## src/rtl/uart_pkg.sv

```systemverilog
// Shared UART definitions: receiver state encoding, oversampling and vote constants.
// The PARITY state exists only when UART_RX_PARITY_EN is defined.
package uart_pkg;

  localparam int OVERSAMPLE = 16;
  localparam int DATA_BITS  = 8;
  localparam int VOTE_LO    = 7;
  localparam int VOTE_MID   = 8;
  localparam int VOTE_HI    = 9;

`ifdef UART_RX_PARITY_EN
  typedef enum logic [2:0] {
    IDLE, START, DATA, PARITY, STOP, WAIT_IDLE
  } rx_state_t;
`else
  typedef enum logic [2:0] {
    IDLE, START, DATA, STOP, WAIT_IDLE
  } rx_state_t;
`endif

  function automatic logic majority3(input logic a, input logic b, input logic c);
    return (a & b) | (a & c) | (b & c);
  endfunction

endpackage

```

## src/rtl/uart_rx_deframer_if.sv

```systemverilog
// Byte handoff between the UART receive deframer (master) and its consumer (slave).
interface uart_rx_deframer_if;
  logic       rx_ack;
  logic [7:0] rx_data;
  logic       rx_valid;
  logic       rx_overrun;
  logic       rx_frame_err;
  logic       rx_parity_err;

  modport master (
    input  rx_ack,
    output rx_data, rx_valid, rx_overrun, rx_frame_err, rx_parity_err
  );

  modport slave (
    output rx_ack,
    input  rx_data, rx_valid, rx_overrun, rx_frame_err, rx_parity_err
  );
endinterface

```

## src/rtl/uart_baud_tick.sv

```systemverilog
// Free-running oversample tick: counts 0..DIV-1 and flags the last count.
// Shared by the UART receiver and transmitter.
module uart_baud_tick #(
  parameter int DIV = 651
) (
  input  logic sysclk,
  input  logic reset,
  output logic tick
);
  localparam int            CW   = (DIV > 1) ? $clog2(DIV) : 1;
  localparam logic [CW-1:0] LAST = CW'(DIV - 1);

  logic [CW-1:0] cnt;

  always_ff @(posedge sysclk) begin
    if (reset) begin
      cnt <= '0;
    end else if (cnt == LAST) begin
      cnt <= '0;
    end else begin
      cnt <= cnt + 1'b1;
    end
  end

  assign tick = (cnt == LAST);

endmodule

```

## src/rtl/uart_rx_deframer.sv

```systemverilog
// UART receive deframer: 16x oversampling, 7/8/9 majority vote, stop check, valid/ack handoff.
// Even parity is added when UART_RX_PARITY_EN is defined.
//
// state     | meaning
// IDLE      | line idle, looking for a low sample on tick
// START     | confirming the start bit at mid-bit
// DATA      | shifting in data bits, LSB first
// PARITY    | capturing the parity bit (UART_RX_PARITY_EN only)
// STOP      | checking the stop bit at sample 9
// WAIT_IDLE | stop bit was low; hold until the line returns high
module uart_rx_deframer
  import uart_pkg::*;
#(
  parameter int CLK_HZ = 100_000_000,
  parameter int BAUD   = 9600,
  parameter int DIV    = CLK_HZ / (BAUD * 16)
) (
  input  logic               sysclk,
  input  logic               reset,
  input  logic               UART_RX,
  uart_rx_deframer_if.master rx
);
  localparam logic [3:0] LAST_SAMPLE = 4'(OVERSAMPLE - 1);
  localparam logic [2:0] LAST_BIT    = 3'(DATA_BITS - 1);

  logic                 rx_m, rx_s, tick;
  rx_state_t            state;
  logic [3:0]           sample_cnt;
  logic [2:0]           samples;
  logic [2:0]           bit_idx;
  logic [DATA_BITS-1:0] shreg;
  logic [DATA_BITS-1:0] data_q;
  logic                 valid_q, overrun_q, frame_err_q;
  logic                 vote_full, vote_stop, at_last, stop_check, parity_ok, deliver;
`ifdef UART_RX_PARITY_EN
  logic                 par_bit, parity_err_q;
`endif

  uart_baud_tick #(.DIV(DIV)) u_baud_tick (
    .sysclk (sysclk),
    .reset  (reset),
    .tick   (tick)
  );

  // The stop decision is taken on the count-9 tick itself, so its third vote is the live sample.
  always_comb begin
    vote_full  = majority3(samples[0], samples[1], samples[2]);
    vote_stop  = majority3(samples[0], samples[1], rx_s);
    at_last    = tick && (sample_cnt == LAST_SAMPLE);
    stop_check = tick && (state == STOP) && (sample_cnt == 4'(VOTE_HI));
`ifdef UART_RX_PARITY_EN
    parity_ok  = (par_bit == ^shreg);
`else
    parity_ok  = 1'b1;
`endif
    deliver    = stop_check && vote_stop && parity_ok;
  end

  always_ff @(posedge sysclk) begin
    if (reset) begin
      rx_m        <= 1'b1;
      rx_s        <= 1'b1;
      state       <= IDLE;
      sample_cnt  <= '0;
      samples     <= '0;
      bit_idx     <= '0;
      shreg       <= '0;
      data_q      <= '0;
      valid_q     <= 1'b0;
      overrun_q   <= 1'b0;
      frame_err_q <= 1'b0;
`ifdef UART_RX_PARITY_EN
      par_bit      <= 1'b0;
      parity_err_q <= 1'b0;
`endif
    end else begin
      rx_m        <= UART_RX;
      rx_s        <= rx_m;
      frame_err_q <= 1'b0;
`ifdef UART_RX_PARITY_EN
      parity_err_q <= 1'b0;
`endif

      if (tick) begin
        if (sample_cnt == 4'(VOTE_LO))  samples[0] <= rx_s;
        if (sample_cnt == 4'(VOTE_MID)) samples[1] <= rx_s;
        if (sample_cnt == 4'(VOTE_HI))  samples[2] <= rx_s;
      end

      case (state)
        IDLE: begin
          if (tick && !rx_s) begin
            state      <= START;
            sample_cnt <= '0;
          end
        end
        START: begin
          if (tick) begin
            sample_cnt <= sample_cnt + 4'd1;
            if (at_last) begin
              if (!vote_full) begin
                state   <= DATA;
                bit_idx <= '0;
              end else begin
                state <= IDLE;
              end
            end
          end
        end
        DATA: begin
          if (tick) begin
            sample_cnt <= sample_cnt + 4'd1;
            if (at_last) begin
              shreg   <= {vote_full, shreg[DATA_BITS-1:1]};
              bit_idx <= bit_idx + 3'd1;
              if (bit_idx == LAST_BIT) begin
`ifdef UART_RX_PARITY_EN
                state <= PARITY;
`else
                state <= STOP;
`endif
              end
            end
          end
        end
`ifdef UART_RX_PARITY_EN
        PARITY: begin
          if (tick) begin
            sample_cnt <= sample_cnt + 4'd1;
            if (at_last) begin
              par_bit <= vote_full;
              state   <= STOP;
            end
          end
        end
`endif
        STOP: begin
          if (tick) begin
            sample_cnt <= sample_cnt + 4'd1;
            if (stop_check) begin
              if (!vote_stop) begin
                frame_err_q <= 1'b1;
                state       <= WAIT_IDLE;
              end else begin
`ifdef UART_RX_PARITY_EN
                if (!parity_ok) parity_err_q <= 1'b1;
`endif
                state <= IDLE;
              end
            end
          end
        end
        WAIT_IDLE: begin
          if (rx_s) state <= IDLE;
        end
        default: state <= IDLE;
      endcase

      // An ack landing on a delivery cycle frees the holding slot for the new byte.
      if (deliver) begin
        if (!valid_q || rx.rx_ack) begin
          data_q  <= shreg;
          valid_q <= 1'b1;
        end else begin
          overrun_q <= 1'b1;
        end
      end else if (rx.rx_ack && valid_q) begin
        valid_q   <= 1'b0;
        overrun_q <= 1'b0;
      end
    end
  end

  assign rx.rx_data      = data_q;
  assign rx.rx_valid     = valid_q;
  assign rx.rx_overrun   = overrun_q;
  assign rx.rx_frame_err = frame_err_q;
`ifdef UART_RX_PARITY_EN
  assign rx.rx_parity_err = parity_err_q;
`else
  assign rx.rx_parity_err = 1'b0;
`endif

endmodule

```

## src/flat_wrapper.sv

```systemverilog
// flat-port wrapper written by rule: the top's interface ports become plain ports
module uart_rx_deframer_flat import uart_pkg::*;
#(
  parameter int CLK_HZ = 100_000_000,
  parameter int BAUD   = 9600,
  parameter int DIV    = CLK_HZ / (BAUD * 16)
)
  (sysclk, reset, UART_RX, rx_rx_ack, rx_rx_data, rx_rx_valid, rx_rx_overrun, rx_rx_frame_err, rx_rx_parity_err);
  uart_rx_deframer_if rx_i ();
  input  logic sysclk;
  input  logic reset;
  input  logic UART_RX;
  input wire logic [$bits(rx_i.rx_ack)-1:0] rx_rx_ack;
  output wire logic [$bits(rx_i.rx_data)-1:0] rx_rx_data;
  output wire logic [$bits(rx_i.rx_valid)-1:0] rx_rx_valid;
  output wire logic [$bits(rx_i.rx_overrun)-1:0] rx_rx_overrun;
  output wire logic [$bits(rx_i.rx_frame_err)-1:0] rx_rx_frame_err;
  output wire logic [$bits(rx_i.rx_parity_err)-1:0] rx_rx_parity_err;
  assign rx_i.rx_ack = rx_rx_ack;
  assign rx_rx_data = rx_i.rx_data;
  assign rx_rx_valid = rx_i.rx_valid;
  assign rx_rx_overrun = rx_i.rx_overrun;
  assign rx_rx_frame_err = rx_i.rx_frame_err;
  assign rx_rx_parity_err = rx_i.rx_parity_err;
  uart_rx_deframer #(.CLK_HZ(CLK_HZ), .BAUD(BAUD), .DIV(DIV)) u_core (.sysclk(sysclk), .reset(reset), .UART_RX(UART_RX), .rx(rx_i));
endmodule
```

## config.mk

```make
export PLATFORM = sky130hd
export DESIGN_NAME = uart_rx_deframer_flat
export DESIGN_NICKNAME = d
export VERILOG_FILES = /design/src/rtl/uart_pkg.sv /design/src/rtl/uart_rx_deframer_if.sv /design/src/rtl/uart_baud_tick.sv /design/src/rtl/uart_rx_deframer.sv /design/src/flat_wrapper.sv
export SDC_FILE = /design/constraint.sdc
export NUM_CORES = 1
export LEC_CHECK = 0
export BUFFER_PORTS_ARGS = -buffer_cell sky130_fd_sc_hd__buf_4
export CORE_ASPECT_RATIO = 0.8
export CORE_UTILIZATION = 27
export DETAILED_ROUTE_END_ITERATION = 10
export MAX_ROUTING_LAYER = met4
export PLACE_DENSITY = 0.48
export SYNTH_ARGS = -nofsm -noshare
export SYNTH_HDL_FRONTEND = slang
export SYNTH_SLANG_ARGS = --single-unit
```

## constraint.sdc

```tcl
create_clock -name sysclk -period 2.5 [get_ports sysclk]
set_clock_uncertainty 0.15 [all_clocks]
set_input_delay 0.125 -clock sysclk [delete_from_list [all_inputs] [get_ports sysclk]]
set_output_delay 0.125 -clock sysclk [all_outputs]
set_load 0.05 [all_outputs]
```

==> metrics.txt <==
Worst setup SP type register; area added between synthesis and finish 16.0%; H-tree levels 2; n_diodes 0; Final Max Slew Viols 0; # nets final 256; CTS resizes 0; R2R depth 6; initial core utilization 27.8%; Lkg Pwr 0.904 nW; Pwr per Cell Area 511 nW/um^2; Placer Congestion 0.722; ys flop type dfxtp_1; total CTS buffers 5; ANT nets after route 0; Critical Path End Type register; synthesized cell area 2060 sq um; vias in the first global route 1,527; outcome completed; YS warnings 0; cell taking the most area after synthesis dfxtp_1; area of the multi-input gates 1090 sq um; count leader, synth dfxtp_1; NetSw 0.296 mW; Synth Register Bits 44; total global routing overflow 0; Die Span X 99.6 um; Cell Area, Placed 2270 sq um; Longest Clk Path Bufs 2; Final TNS setup 0 ps; first-pass GRT wire length 7.46 mm; worst-path fanout max 6; full die area 7970 sq um; largest net degree at the start of global routing 26; hold depth 2; Final Hold Fails 0; Comb power frac 4.1%; GRT Resource Usage Total 12.3%; syn_nets 241; Top-Level Pins 16; clock share of power 37.7%; Synth Instances 230; I/O Buffers 14; Residual DRC 0; Max-Cap Viols 0; worst relative slew slack 66.2%; Mapped Avg Cell Area 8.94 sq um; # fillers 767; fin crit share 95.3%; Avg WL per Cell 12.7 um; HP Class in -> reg; arrival time at the worst endpoint 2440 ps; area of the core 7390 sq um; antenna violations before repair 0; Internal 0.923 mW; Setup violations, final 0; Worst Tran Pin Value 506 ps; Fmax 420 MHz; DP HPWL 3.14 mm; Die Ht 80.0 um; Crit path required time 2560 ps; layout cells sized above 1 14.6%; Post-synth EDFFs 0; Tmin final 2380 ps; Iter 0 DRT Violations 68; Crit Path Category reg -> reg; Max VDD drop 0.278 mV; Sink Count 44; clk slew on worst S/H paths 100 ps; root buf cell clkbuf_8; FF/Latch Area 881 sq um; sequential share of the synthesized area 42.8%; Area contributors post-synth dfxtp_1 (43%), mux2i_1 (5.8%), nand4_1 (4.6%); clk_lat worst skew 310 ps; FP Rows 28; total power 1.22 mW; Routed WL 4.47 mm; CTS tree built; Post-synth top cells dfxtp_1 (44), nor2_1 (19), nand2_1 (18); Synth cell types 45; Net Sw Frac 24.3%; post-synth top area share 42.8%; unrepaired setup endpoints after global routing no; Sequential Power Share 58.2%; final instance area 2380 sq um; 1st-pass router iterations 4; ys async rst share 0%; Vias/cell 4.65; via count 1,632
==> flip-flops by register name, indices dropped and copies added (netlist names) <==
| name | flops |
|---|---|
| u_core.rx.rx_data | 8 |
| u_core.sample_cnt | 4 |
| u_core.bit_idx | 3 |
| u_core.rx_m | 1 |
| u_core.shreg | 8 |
| u_core.rx_s | 1 |
| u_core.rx.rx_overrun | 1 |
| u_core.u_baud_tick.cnt | 10 |
| u_core.samples | 3 |
| u_core.rx.rx_frame_err | 1 |
| u_core.rx.rx_valid | 1 |
| u_core.state | 3 |
==> final timing paths <==
path	from	endpoint	slack (ps)
worst max-delay path	u_core.u_baud_tick.cnt[0]$_SDFF_PP0_	u_core.shreg[0]$_SDFFE_PP0P_	120
worst min register to register	u_core.rx_m$_SDFF_PP1_	u_core.rx_s$_SDFF_PP1_	270
worst min-delay path	reset	u_core.rx.rx_data[0]$_SDFFE_PP0P_	30
worst max register to register	u_core.u_baud_tick.cnt[0]$_SDFF_PP0_	u_core.shreg[0]$_SDFFE_PP0P_	120
==> critical path, cell delays in order, from the launching register on <==
cell	delay, ps
dfxtp_1	320
inv_1	50
ha_1	150
or4bb_1	440
or3_4	390
or3_1	530
a31o_1	270
==> logic make-up (layout without fill, tap and decap cells) <==
| group | count (synthesis) | after routing | share of synthesized area, % |
|---|---|---|---|
| buf+inv | 19 | 35 | 4.08 |
| simple gates | 98 | 98 | 26.8 |
| other cells | 1 | 1 | 0.182 |
| flops | 44 | 44 | 42.8 |
| xor+xnor | 8 | 8 | 3.41 |
| fa+ha+maj | 9 | 9 | 5.23 |
| compound gates | 39 | 39 | 11.6 |
| mux | 12 | 12 | 5.84 |
==> cells in the final DEF, fill, tap and decap left out, types with 2 or more instances in the layout <==
master / count
nand3b_1: 4
mux2i_1: 12
o21ai_0: 11
xor2_1: 7
clkbuf_8: 5
or3_1: 3
nand2_1: 18
and2_1: 2
or2_2: 4
a32o_1: 2
and3_1: 5
o32ai_1: 2
nand2b_1: 5
ha_1: 7
dlygate4sd3_1: 2
inv_1: 5
nor2b_1: 4
nand4_1: 15
dfxtp_1: 44
and3b_1: 2
maj3_1: 2
nor2_1: 19
clkinvlp_4: 2
buf_4: 20
a21oi_1: 17
nand3_1: 7
==> metal layers <==
layer,up-vias,part of all wire (%),GRT usage [%]
met1,752,57,17.6
met4,0,1.2,4.41
met5,-,0,-
li1,846,-,-
met2,29,38,16.6
met3,5,3.5,2.89
==> power by group through the flow <==
stage / clock network, mW / registers (mW) / logic, mW
2_1_floorplan: 0 / 0.728 / 0.0284
3_3_place_gp: 0 / 0.725 / 0.0487
3_5_place_dp: 0 / 0.726 / 0.0478
4_1_cts: 0.479 / 0.709 / 0.0503
5_1_grt: 0.499 / 0.710 / 0.0553
6_report: 0.460 / 0.709 / 0.0496
==> per-stage QoR <==
| step | instances | hold WS (ps) | utilization (%) | worst slack (ps) |
|---|---|---|---|---|
| 3_3_place_gp | 341 | 165 | 30.7 | 135 |
| 4_1_cts | 351 | 29.9 | 32.3 | 109 |
| 6_report | 351 | 32.6 | 32.3 | 118 |
| 5_1_grt | 351 | 43.0 | 32.3 | 31.2 |
| 3_5_place_dp | 341 | 163 | 30.7 | 119 |
| 2_1_floorplan | 230 | 78.8 | - | 218 |
==> layout make-up <==
type                       count  area share, %
clock buffer                   5           2.89
clock inverter                 3          0.997
inverter                       5          0.787
timing repair buffer          22           7.14
tap                          105           5.51
sequential                    44           36.9
multi-input combinational    167           45.8
==> what timing repair did <==
item | in CTS | in global routing
hold endpoints to repair | 3 | 0
hold buffers | 2 | 0
setup buffers | 0 | 0
Note: power is estimated with default switching activity, not from simulation.
